[src/rtl/control_pipeline.sv]
// control_pipeline: RV32I control decode in ID, carried through registered
// ID/EX, EX/MEM and MEM/WB control stages. It detects load-use hazards,
// handles branch/jump flush and a global stall, and flags illegal encodings.
// Ports:
//   CLK, RESET            clock (rising edge), async active-high reset
//   INSTR, INSTR_VALID    instruction held in the IF/ID register
//   STALL_IN              freeze all three stages
//   FLUSH                 kill the ID instruction (taken branch/jump in EX)
//   HAZARD_STALL          combinational load-use stall request to IF/ID
//   EX_*                  ID/EX stage controls
//   MEM_*                 EX/MEM stage controls
//   WB_*                  MEM/WB stage controls
module control_pipeline #(
  parameter bit          ENABLE_M = 1'b1,
  parameter int unsigned ALU_OP_W = 3
) (
  input  logic                CLK,
  input  logic                RESET,
  input  logic [31:0]         INSTR,
  input  logic                INSTR_VALID,
  input  logic                STALL_IN,
  input  logic                FLUSH,
  output logic                HAZARD_STALL,
  output logic                EX_VALID,
  output logic                EX_ILLEGAL,
  output logic                EX_BRANCH,
  output logic                EX_JUMP,
  output logic                EX_PC_SELECT,
  output logic                EX_IMM_SELECT,
  output logic [ALU_OP_W-1:0] EX_ALU_OP,
  output logic [2:0]          EX_FUNC3,
  output logic                MEM_VALID,
  output logic                MEM_READ,
  output logic                MEM_WRITE,
  output logic [2:0]          MEM_FUNC3,
  output logic                WB_VALID,
  output logic                WB_WRITE_ENABLE,
  output logic                WB_DATA_MEM_SELECT,
  output logic                WB_JAL_SELECT,
  output logic [4:0]          WB_RD
);

  localparam int unsigned REG_W = 5;
  localparam int unsigned F3_W  = 3;
  localparam int unsigned OP_W  = 3;

  localparam logic [6:0] OPC_OP     = 7'b0110011;
  localparam logic [6:0] OPC_LOAD   = 7'b0000011;
  localparam logic [6:0] OPC_JALR   = 7'b1100111;
  localparam logic [6:0] OPC_OPIMM  = 7'b0010011;
  localparam logic [6:0] OPC_STORE  = 7'b0100011;
  localparam logic [6:0] OPC_LUI    = 7'b0110111;
  localparam logic [6:0] OPC_AUIPC  = 7'b0010111;
  localparam logic [6:0] OPC_BRANCH = 7'b1100011;
  localparam logic [6:0] OPC_JAL    = 7'b1101111;

  localparam logic [6:0] F7_BASE = 7'b0000000;
  localparam logic [6:0] F7_ALT  = 7'b0100000;
  localparam logic [6:0] F7_MEXT = 7'b0000001;

  typedef struct packed {
    logic             valid;
    logic             illegal;
    logic             branch;
    logic             jump;
    logic             pc_select;
    logic             imm_select;
    logic [OP_W-1:0]  alu_op;
    logic [F3_W-1:0]  func3;
    logic             mem_read;
    logic             mem_write;
    logic             write_enable;
    logic             data_mem_select;
    logic             jal_select;
    logic [REG_W-1:0] rd;
  } id_ex_t;

  typedef struct packed {
    logic             valid;
    logic             mem_read;
    logic             mem_write;
    logic [F3_W-1:0]  func3;
    logic             write_enable;
    logic             data_mem_select;
    logic             jal_select;
    logic [REG_W-1:0] rd;
  } ex_mem_t;

  typedef struct packed {
    logic             valid;
    logic             write_enable;
    logic             data_mem_select;
    logic             jal_select;
    logic [REG_W-1:0] rd;
  } mem_wb_t;

  logic [6:0]       opcode;
  logic [F3_W-1:0]  funct3;
  logic [6:0]       funct7;
  logic [REG_W-1:0] rd;
  logic [REG_W-1:0] rs1;
  logic [REG_W-1:0] rs2;

  assign opcode = INSTR[6:0];
  assign rd     = INSTR[11:7];
  assign funct3 = INSTR[14:12];
  assign rs1    = INSTR[19:15];
  assign rs2    = INSTR[24:20];
  assign funct7 = INSTR[31:25];

  id_ex_t  raw;
  id_ex_t  dec;
  logic    legal;
  logic    raw_rs1;
  logic    raw_rs2;
  logic    uses_rs1;
  logic    uses_rs2;

  id_ex_t  id_ex_q,  id_ex_d;
  ex_mem_t ex_mem_q, ex_mem_d;
  mem_wb_t mem_wb_q, mem_wb_d;

  // Class decode: raw controls per opcode plus encoding legality
  always_comb begin
    raw     = '0;
    legal   = 1'b0;
    raw_rs1 = 1'b0;
    raw_rs2 = 1'b0;
    case (opcode)
      OPC_OP: begin
        raw.write_enable = 1'b1;
        raw_rs1          = 1'b1;
        raw_rs2          = 1'b1;
        if (funct7 == F7_BASE) begin
          legal = 1'b1;
        end else if (funct7 == F7_ALT) begin
          legal = (funct3 == 3'b000) || (funct3 == 3'b101);
        end else if ((funct7 == F7_MEXT) && ENABLE_M) begin
          legal      = 1'b1;
          raw.alu_op = 3'b110;
        end
      end
      OPC_LOAD: begin
        raw.alu_op          = 3'b001;
        raw.imm_select      = 1'b1;
        raw.write_enable    = 1'b1;
        raw.mem_read        = 1'b1;
        raw.data_mem_select = 1'b1;
        raw_rs1             = 1'b1;
        legal = funct3 inside {3'b000, 3'b001, 3'b010, 3'b100, 3'b101};
      end
      OPC_JALR: begin
        raw.alu_op       = 3'b010;
        raw.imm_select   = 1'b1;
        raw.write_enable = 1'b1;
        raw.jump         = 1'b1;
        raw.jal_select   = 1'b1;
        raw_rs1          = 1'b1;
        legal            = (funct3 == 3'b000);
      end
      OPC_OPIMM: begin
        raw.alu_op       = 3'b011;
        raw.imm_select   = 1'b1;
        raw.write_enable = 1'b1;
        raw_rs1          = 1'b1;
        // Shift-immediates carry funct7 in the upper immediate bits
        case (funct3)
          3'b001:  legal = (funct7 == F7_BASE);
          3'b101:  legal = (funct7 == F7_BASE) || (funct7 == F7_ALT);
          default: legal = 1'b1;
        endcase
      end
      OPC_STORE: begin
        raw.alu_op     = 3'b100;
        raw.imm_select = 1'b1;
        raw.mem_write  = 1'b1;
        raw_rs1        = 1'b1;
        raw_rs2        = 1'b1;
        legal = funct3 inside {3'b000, 3'b001, 3'b010};
      end
      OPC_LUI: begin
        raw.alu_op       = 3'b101;
        raw.imm_select   = 1'b1;
        raw.write_enable = 1'b1;
        legal            = 1'b1;
      end
      OPC_AUIPC: begin
        raw.alu_op       = 3'b100;
        raw.imm_select   = 1'b1;
        raw.write_enable = 1'b1;
        raw.pc_select    = 1'b1;
        legal            = 1'b1;
      end
      OPC_BRANCH: begin
        raw.alu_op     = 3'b100;
        raw.imm_select = 1'b1;
        raw.branch     = 1'b1;
        raw.pc_select  = 1'b1;
        raw_rs1        = 1'b1;
        raw_rs2        = 1'b1;
        legal          = (funct3 != 3'b010) && (funct3 != 3'b011);
      end
      OPC_JAL: begin
        raw.alu_op       = 3'b100;
        raw.imm_select   = 1'b1;
        raw.write_enable = 1'b1;
        raw.jump         = 1'b1;
        raw.jal_select   = 1'b1;
        raw.pc_select    = 1'b1;
        legal            = 1'b1;
      end
      default: legal = 1'b0;
    endcase
  end

  // Final ID bundle: bubble, illegal marker, or legal decode with x0 write suppressed
  always_comb begin
    dec      = '0;
    uses_rs1 = 1'b0;
    uses_rs2 = 1'b0;
    if (INSTR_VALID) begin
      if (!legal) begin
        dec.valid   = 1'b1;
        dec.illegal = 1'b1;
      end else begin
        dec              = raw;
        dec.valid        = 1'b1;
        dec.func3        = funct3;
        dec.rd           = rd;
        dec.write_enable = raw.write_enable && (rd != '0);
        uses_rs1         = raw_rs1;
        uses_rs2         = raw_rs2;
      end
    end
  end

  // Load-use: the load in EX cannot forward to a consumer in ID; FLUSH overrides
  assign HAZARD_STALL = INSTR_VALID && id_ex_q.valid && id_ex_q.mem_read &&
                        (id_ex_q.rd != '0) &&
                        ((uses_rs1 && (rs1 == id_ex_q.rd)) ||
                         (uses_rs2 && (rs2 == id_ex_q.rd))) &&
                        !FLUSH;

  // Next-state for the three stage registers
  always_comb begin
    id_ex_d  = id_ex_q;
    ex_mem_d = ex_mem_q;
    mem_wb_d = mem_wb_q;
    if (!STALL_IN) begin
      mem_wb_d.valid           = ex_mem_q.valid;
      mem_wb_d.write_enable    = ex_mem_q.write_enable;
      mem_wb_d.data_mem_select = ex_mem_q.data_mem_select;
      mem_wb_d.jal_select      = ex_mem_q.jal_select;
      mem_wb_d.rd              = ex_mem_q.rd;

      ex_mem_d.valid           = id_ex_q.valid;
      ex_mem_d.mem_read        = id_ex_q.mem_read;
      ex_mem_d.mem_write       = id_ex_q.mem_write;
      ex_mem_d.func3           = id_ex_q.func3;
      ex_mem_d.write_enable    = id_ex_q.write_enable;
      ex_mem_d.data_mem_select = id_ex_q.data_mem_select;
      ex_mem_d.jal_select      = id_ex_q.jal_select;
      ex_mem_d.rd              = id_ex_q.rd;

      if (FLUSH || HAZARD_STALL) begin
        id_ex_d = '0;
      end else begin
        id_ex_d = dec;
      end
    end
  end

  // Stage registers
  always_ff @(posedge CLK or posedge RESET) begin
    if (RESET) begin
      id_ex_q  <= '0;
      ex_mem_q <= '0;
      mem_wb_q <= '0;
    end else begin
      id_ex_q  <= id_ex_d;
      ex_mem_q <= ex_mem_d;
      mem_wb_q <= mem_wb_d;
    end
  end

  assign EX_VALID           = id_ex_q.valid;
  assign EX_ILLEGAL         = id_ex_q.illegal;
  assign EX_BRANCH          = id_ex_q.branch;
  assign EX_JUMP            = id_ex_q.jump;
  assign EX_PC_SELECT       = id_ex_q.pc_select;
  assign EX_IMM_SELECT      = id_ex_q.imm_select;
  assign EX_ALU_OP          = ALU_OP_W'(id_ex_q.alu_op);
  assign EX_FUNC3           = id_ex_q.func3;
  assign MEM_VALID          = ex_mem_q.valid;
  assign MEM_READ           = ex_mem_q.mem_read;
  assign MEM_WRITE          = ex_mem_q.mem_write;
  assign MEM_FUNC3          = ex_mem_q.func3;
  assign WB_VALID           = mem_wb_q.valid;
  assign WB_WRITE_ENABLE    = mem_wb_q.write_enable;
  assign WB_DATA_MEM_SELECT = mem_wb_q.data_mem_select;
  assign WB_JAL_SELECT      = mem_wb_q.jal_select;
  assign WB_RD              = mem_wb_q.rd;

endmodule
[config.mk]
export PLATFORM = sky130hd
export DESIGN_NAME = control_pipeline
export DESIGN_NICKNAME = d
export VERILOG_FILES = /design/src/rtl/control_pipeline.sv
export SDC_FILE = /design/constraint.sdc
export NUM_CORES = 1
export LEC_CHECK = 0
export CORE_ASPECT_RATIO = 0.8
export CORE_MARGIN = 2
export CORE_UTILIZATION = 43
export CTS_CLUSTER_SIZE = 10
export DETAILED_ROUTE_END_ITERATION = 8
export PLACE_DENSITY = 0.88
export SYNTH_ARGS = -nofsm -noshare
export SYNTH_HDL_FRONTEND = slang
export SYNTH_SLANG_ARGS = --single-unit
[constraint.sdc]
create_clock -name CLK -period 1.8 [get_ports CLK]
set_input_delay 0.27 -clock CLK [delete_from_list [all_inputs] [get_ports CLK]]
set_output_delay 0.27 -clock CLK [all_outputs]
set_load 0.03 [all_outputs]
Word-level counts from Yosys, hierarchy flattened
Index checks and enable logic that the tools add are counted.

word-level totals
  register bits after elaboration = 45
  output and inout bits = 28
  logic and storage cells = 100

operators by class
  equal/unequal tests = 19
  multiplexer cells = 26
  reductions and logical operators = 28

operators with widths
  operator              count
  $mux W22              2
  $eq A7 B6 Y1 const B  4
  $eq A7 B7 Y1 const B  3
  $mux W20              1
  $pmux W3 S6           1
  $mux W1               17
  $reduce_bool A5 Y1    3
  $eq A7 B5 Y1 const B  2
  $eq A5 B5 Y1          2
  $logic_and A1 B1 Y1   9
  $mux W3               3
  $reduce_or A3 Y1      3
  $reduce_or A8 Y1      1
  $eq A7 B1 Y1 const B  1
  $eq A7 B2 Y1 const B  1
  $logic_not A7 Y1      1
  $pmux W1 S7           1
  $reduce_or A7 Y1      1
  $eq A3 B3 Y1 const B  2
  $ne A3 B2 Y1 const B  2
  $reduce_or A6 Y1      1
  $logic_or A1 B1 Y1    4
  $reduce_or A4 Y1      1
  $eq A3 B1 Y1 const B  1
  6 further kinds       6

Longest topological paths before layout
  depth in word-level cells = 13
  gate-level depth with buffers = 9
  depth with buffers taken out = 6

Worst setup path after synthesis
Ideal clock, no wire load.

  path kind = input to output
  start = input port INSTR[6]
  end = output port HAZARD_STALL
  data arrival time = 1.800 ns
  data required time = 1.530 ns
  setup slack = -0.270 ns
  cell stages on the path = 7
  path buffers = 2
  path through = buf_6 > and3b_1 > buf_4 > nor2_2 > nor4_2 > o21ai_2 > nor3_1

on the way
  longest elaborated chain between the ends = 9

ends and longest elaborated chain
  item                                                                   RTL line  text
  from (decl)                                                            19        input logic [31:0] INSTR,
  $eq A7 B7 Y1, or another cell as far along                             129       case (opcode)
  $reduce_or A3 Y1 (no source line) or $reduce_or A6 Y1 (tied branches)  n/a
  $pmux W1 S7 or $mux W1 (tied branches)                                 129
  $mux W1                                                                222       if (!legal) begin
  $mux W1                                                                221       if (INSTR_VALID) begin
  $logic_and A1 B1 Y1, on equally long branches                          240, 241
  $logic_or A1 B1 Y1 *                                                   240       ((uses_rs1 && (rs1 == id_ex_q.rd)) ||
  $logic_and A1 B1 Y1 *                                                  239       (id_ex_q.rd != '0) &&
  $logic_and A1 B1 Y1 *                                                  241       (uses_rs2 && (rs2 == id_ex_q.rd))) &&
  to (decl)                                                              23        output logic HAZARD_STALL,

Mark *: on every way between the ends. The rest lies on a longest branch, timed or not.

Final worst setup path
  start = register id_ex_q[3] (netlist name)
  end = output port HAZARD_STALL

on the way
  longest elaborated chain between the ends = 5

ends and longest elaborated chain
  item                                           RTL line  text
  from (decl)                                    119       id_ex_t id_ex_q, id_ex_d;
  from (signal assigned)                         280       id_ex_q <= id_ex_d;
  $eq A5 B5 Y1, on equally long branches         240, 241
  $logic_and A1 B1 Y1, on equally long branches  240, 241
  $logic_or A1 B1 Y1                             240
  $logic_and A1 B1 Y1 *                          239
  $logic_and A1 B1 Y1 *                          241

Marks and branches as above.

==> impl_metrics.ini <==
[run_status]
outcome = finished with violations
failed_checks = setup timing

[worst_setup_path]
critPathLaunchType = flip-flop
crit_buf_inv = 2
critical_path_arrival_ns = 1.83
critical_path.slowest_cell = dfrtp_2
required_ns = 1.53
worstPathMaxFanout = 3
path_cells = buf_4 > xnor2_2 > nand4_1 > nor4_2 > o21ai_2 > nor3_4 > buf_6
cpLargestDelayFamily = simple AND/OR/NAND/NOR gates
critical_path_class = flip-flop to primary output
slowest_delay_ns = 0.44
cp-end-kind = primary output

[cts]
clockRootBuffer = clkbuf_8
cts_max_level = 2
cts_tree = built
clockBufferDepth = 2
clock_latency_ns = 0.29
clock-sinks = 42
holdBufCountCts = 0
path_clk_slew_ns = 0.08
cts_buffers = 5

[finish]
diodes = 0
final_cell_mix = 50 x clkdlybuf4s50_1, 46 x buf_4, 39 x dfrtp_1
syn_to_final_growth_pct = 52.1
fill_cells = 377
final_area_um2 = 3380
layout.nets = 329
drive_above_1_share = 0.369
final_common_cell = clkdlybuf4s50_1
stdcell_count = 355

[yosys]
synth_top_area_share = 0.474
synth-simple-area-share = 0.156
synth_area_um2 = 2220
synth_compound_area_frac = 0.142
synth_top_area_cell = dfrtp_1
ys_seq_elements = 42
synth_mux_area_frac = 0.112
synth.area.top_cells = dfrtp_1 47%, mux2_2 11%, a22o_1 5.9%
synth_fa_ha_area_frac = 0
synth-main-ff-cell = dfrtp_1
async_reset_ff_frac = 1.00
syn_inst = 191
synth.net_count = 228
synth_edf_count = 0
yosysSeqAreaShare = 0.474
avgSynthCellArea_um2 = 11.6
synth_xor_area_frac = 0.0434
synth_top_family_by_area = simple AND/OR/NAND/NOR gates
ys_types = 44
ys_warn_count = 0

[timing]
worst_slew_pin_slew_ns = 0.531
finClkSkew_ns = 0.00313
fin_crit_sh = 1.17
setup_viol = 16
fin_ws_ns = -0.298
layout_min_cycle_time_ns = 2.10
hold_slack_ns = 0.415
fmax_mhz = 477
slew_headroom = 0.646
drv_slew = 0
hold_viol = 0
rsz0062_at_grt = true

[placement]
dp_hpwl_mm = 4.24
io_buffer_count = 64
dpl-instance-area_um2 = 3080
place_inst = 335
place.gp.congestion = 0.910
dpl_worst_slack_ns = -0.639

[pwr]
pwr-share-seq = 0.436
leakage_nw = 1.55
pwr-share-clk = 0.417
p_int_mw = 1.72
power.total_mw = 2.21
swShare = 0.225
p_sw_mw = 0.497
peakVddDrop_uv = 430
p_per_area_nw_per_um2 = 655
power.share.combinational = 0.147

[floorplanning]
coreArea_um2 = 4980
die_x_um = 84.3
num_rows = 23
initial_utilization = 0.446
die_h_um = 68.3
io_pins = 65
dieArea_um2 = 5760

[global_routing]
grt_usage = 0.220
grt_pass1_wl_mm = 9.71
top_usage_layer = met2
antenna_found_initial = 0
grt_max_degree = 43
grt_pass1_vias = 1969
grt_overflow = 0
use_met3 = 0.0507
grt_use_met1 = 0.261
grtUsageMet2 = 0.400

[min_path]
hold_path_class = input port to async pin

[routing]
drt-total-wl_mm = 5.94
dr.pass1.iters = 4
vias = 1893
drt_iter0_markers = 114
wl_per_cell_um = 16.7
detail-route-antenna-nets = 0
route.detailed.drc = 0
via_per_inst = 5.33

[run]
cap_violations = 0
## timing repair
| action | CTS | global route |
|---|---|---|
| pin swaps | 27 | 6 |
| setup endpoints to repair | 21 | 21 |
| setup buffers | 12 | 1 |
| gates resized for setup | 26 | 9 |
## synthesized netlist by cell type, types with 2 or more instances
cell	n
a21oi_1	2
a22o_1	15
buf_4	10
buf_6	5
clkbuf_1	5
dfrtp_1	42
inv_1	2
mux2_2	22
nand2_1	11
nand3_1	5
nand4_1	4
nand4b_1	3
nor2_1	10
nor3_1	3
nor3_2	3
nor3b_1	2
o2111ai_1	3
o21ai_0	6
o21ai_1	4
xnor2_1	7
xor2_1	4
## flip-flops by register name (all words and copies together), names as in the netlist, 3 cells and up
register,flops
id_ex_q,8
ex_mem_q,7
MEM_FUNC3,3
EX_ALU_OP,3
WB_RD,5
EX_FUNC3,3
## power by group through the flow
stage / clock [mW] / combinational (mW) / sequential [mW]
2_1_floorplan: 0 / 0.127 / 1.00
3_3_place_gp: 0 / 0.314 / 0.984
3_5_place_dp: 0 / 0.320 / 0.984
4_1_cts: 0.940 / 0.320 / 0.965
5_1_grt: 0.973 / 0.348 / 0.967
6_report: 0.923 / 0.325 / 0.965
## worst reg2reg max path, stage by stage (launching register included)
cell and delay, ns:
dfrtp_2 0.44, buf_4 0.15, xnor2_2 0.14, nand4_1 0.12, nor4_2 0.19, o21ai_2 0.11
buf_4 0.15, nor3b_4 0.17, buf_4 0.13, a32o_2 0.25
## area by class of cell
| cell class | instances | area, um^2 | share of cell area |
|---|---|---|---|
| Clock buffer | 6 | 82.6 | 0.0245 |
| Clock inverter | 2 | 60.1 | 0.0178 |
| Inverter | 2 | 7.51 | 0.00222 |
| Multi-Input combinational cell | 126 | 1070 | 0.317 |
| Sequential cell | 42 | 1050 | 0.312 |
| Tap cell | 62 | 77.6 | 0.0230 |
| Timing Repair Buffer | 115 | 1020 | 0.303 |
## per-layer routing
layer	part of all wire	vias up	routed length, um
met1	0.43	904	2570
met4	0.024	0	143
li1	-	895	-
met3	0.065	15	383
met2	0.48	79	2840
met5	0	-	0
## cell families (layout without fill, tap and decap cells)
family / Yosys count / count (layout)
simple gates: 54 / 54
flops: 42 / 42
compound gates: 39 / 39
buf+inv: 23 / 125
mux: 22 / 22
xor+xnor: 11 / 11
## through the flow
stage | TNS [ns] | util
floorplan | 0 | -
global placement | -10.96 | 0.620
detailed placement | -12.10 | 0.620
CTS | -2.24 | 0.670
global route | -3.89 | 0.678
finish | -2.24 | 0.678
## worst paths after layout
| check | from | endpoint | slack (ns) | cells past startpoint |
|---|---|---|---|---|
| max in group asynchronous | RESET | id_ex_q[1] | 1.00 | 3 |
| setup reg to reg | id_ex_q[3] | EX_JUMP | -0.17 | 9 |
| min in group CLK | INSTR[13] | EX_FUNC3[1] | 0.45 | 2 |
| hold reg to reg | id_ex_q[8] | id_ex_q[8] | 0.50 | 2 |
| setup / recovery | id_ex_q[3] | HAZARD_STALL | -0.30 | 7 |
| hold / removal | RESET | WB_JAL_SELECT | 0.41 | 3 |
Note: power is estimated with default switching activity, not from simulation.
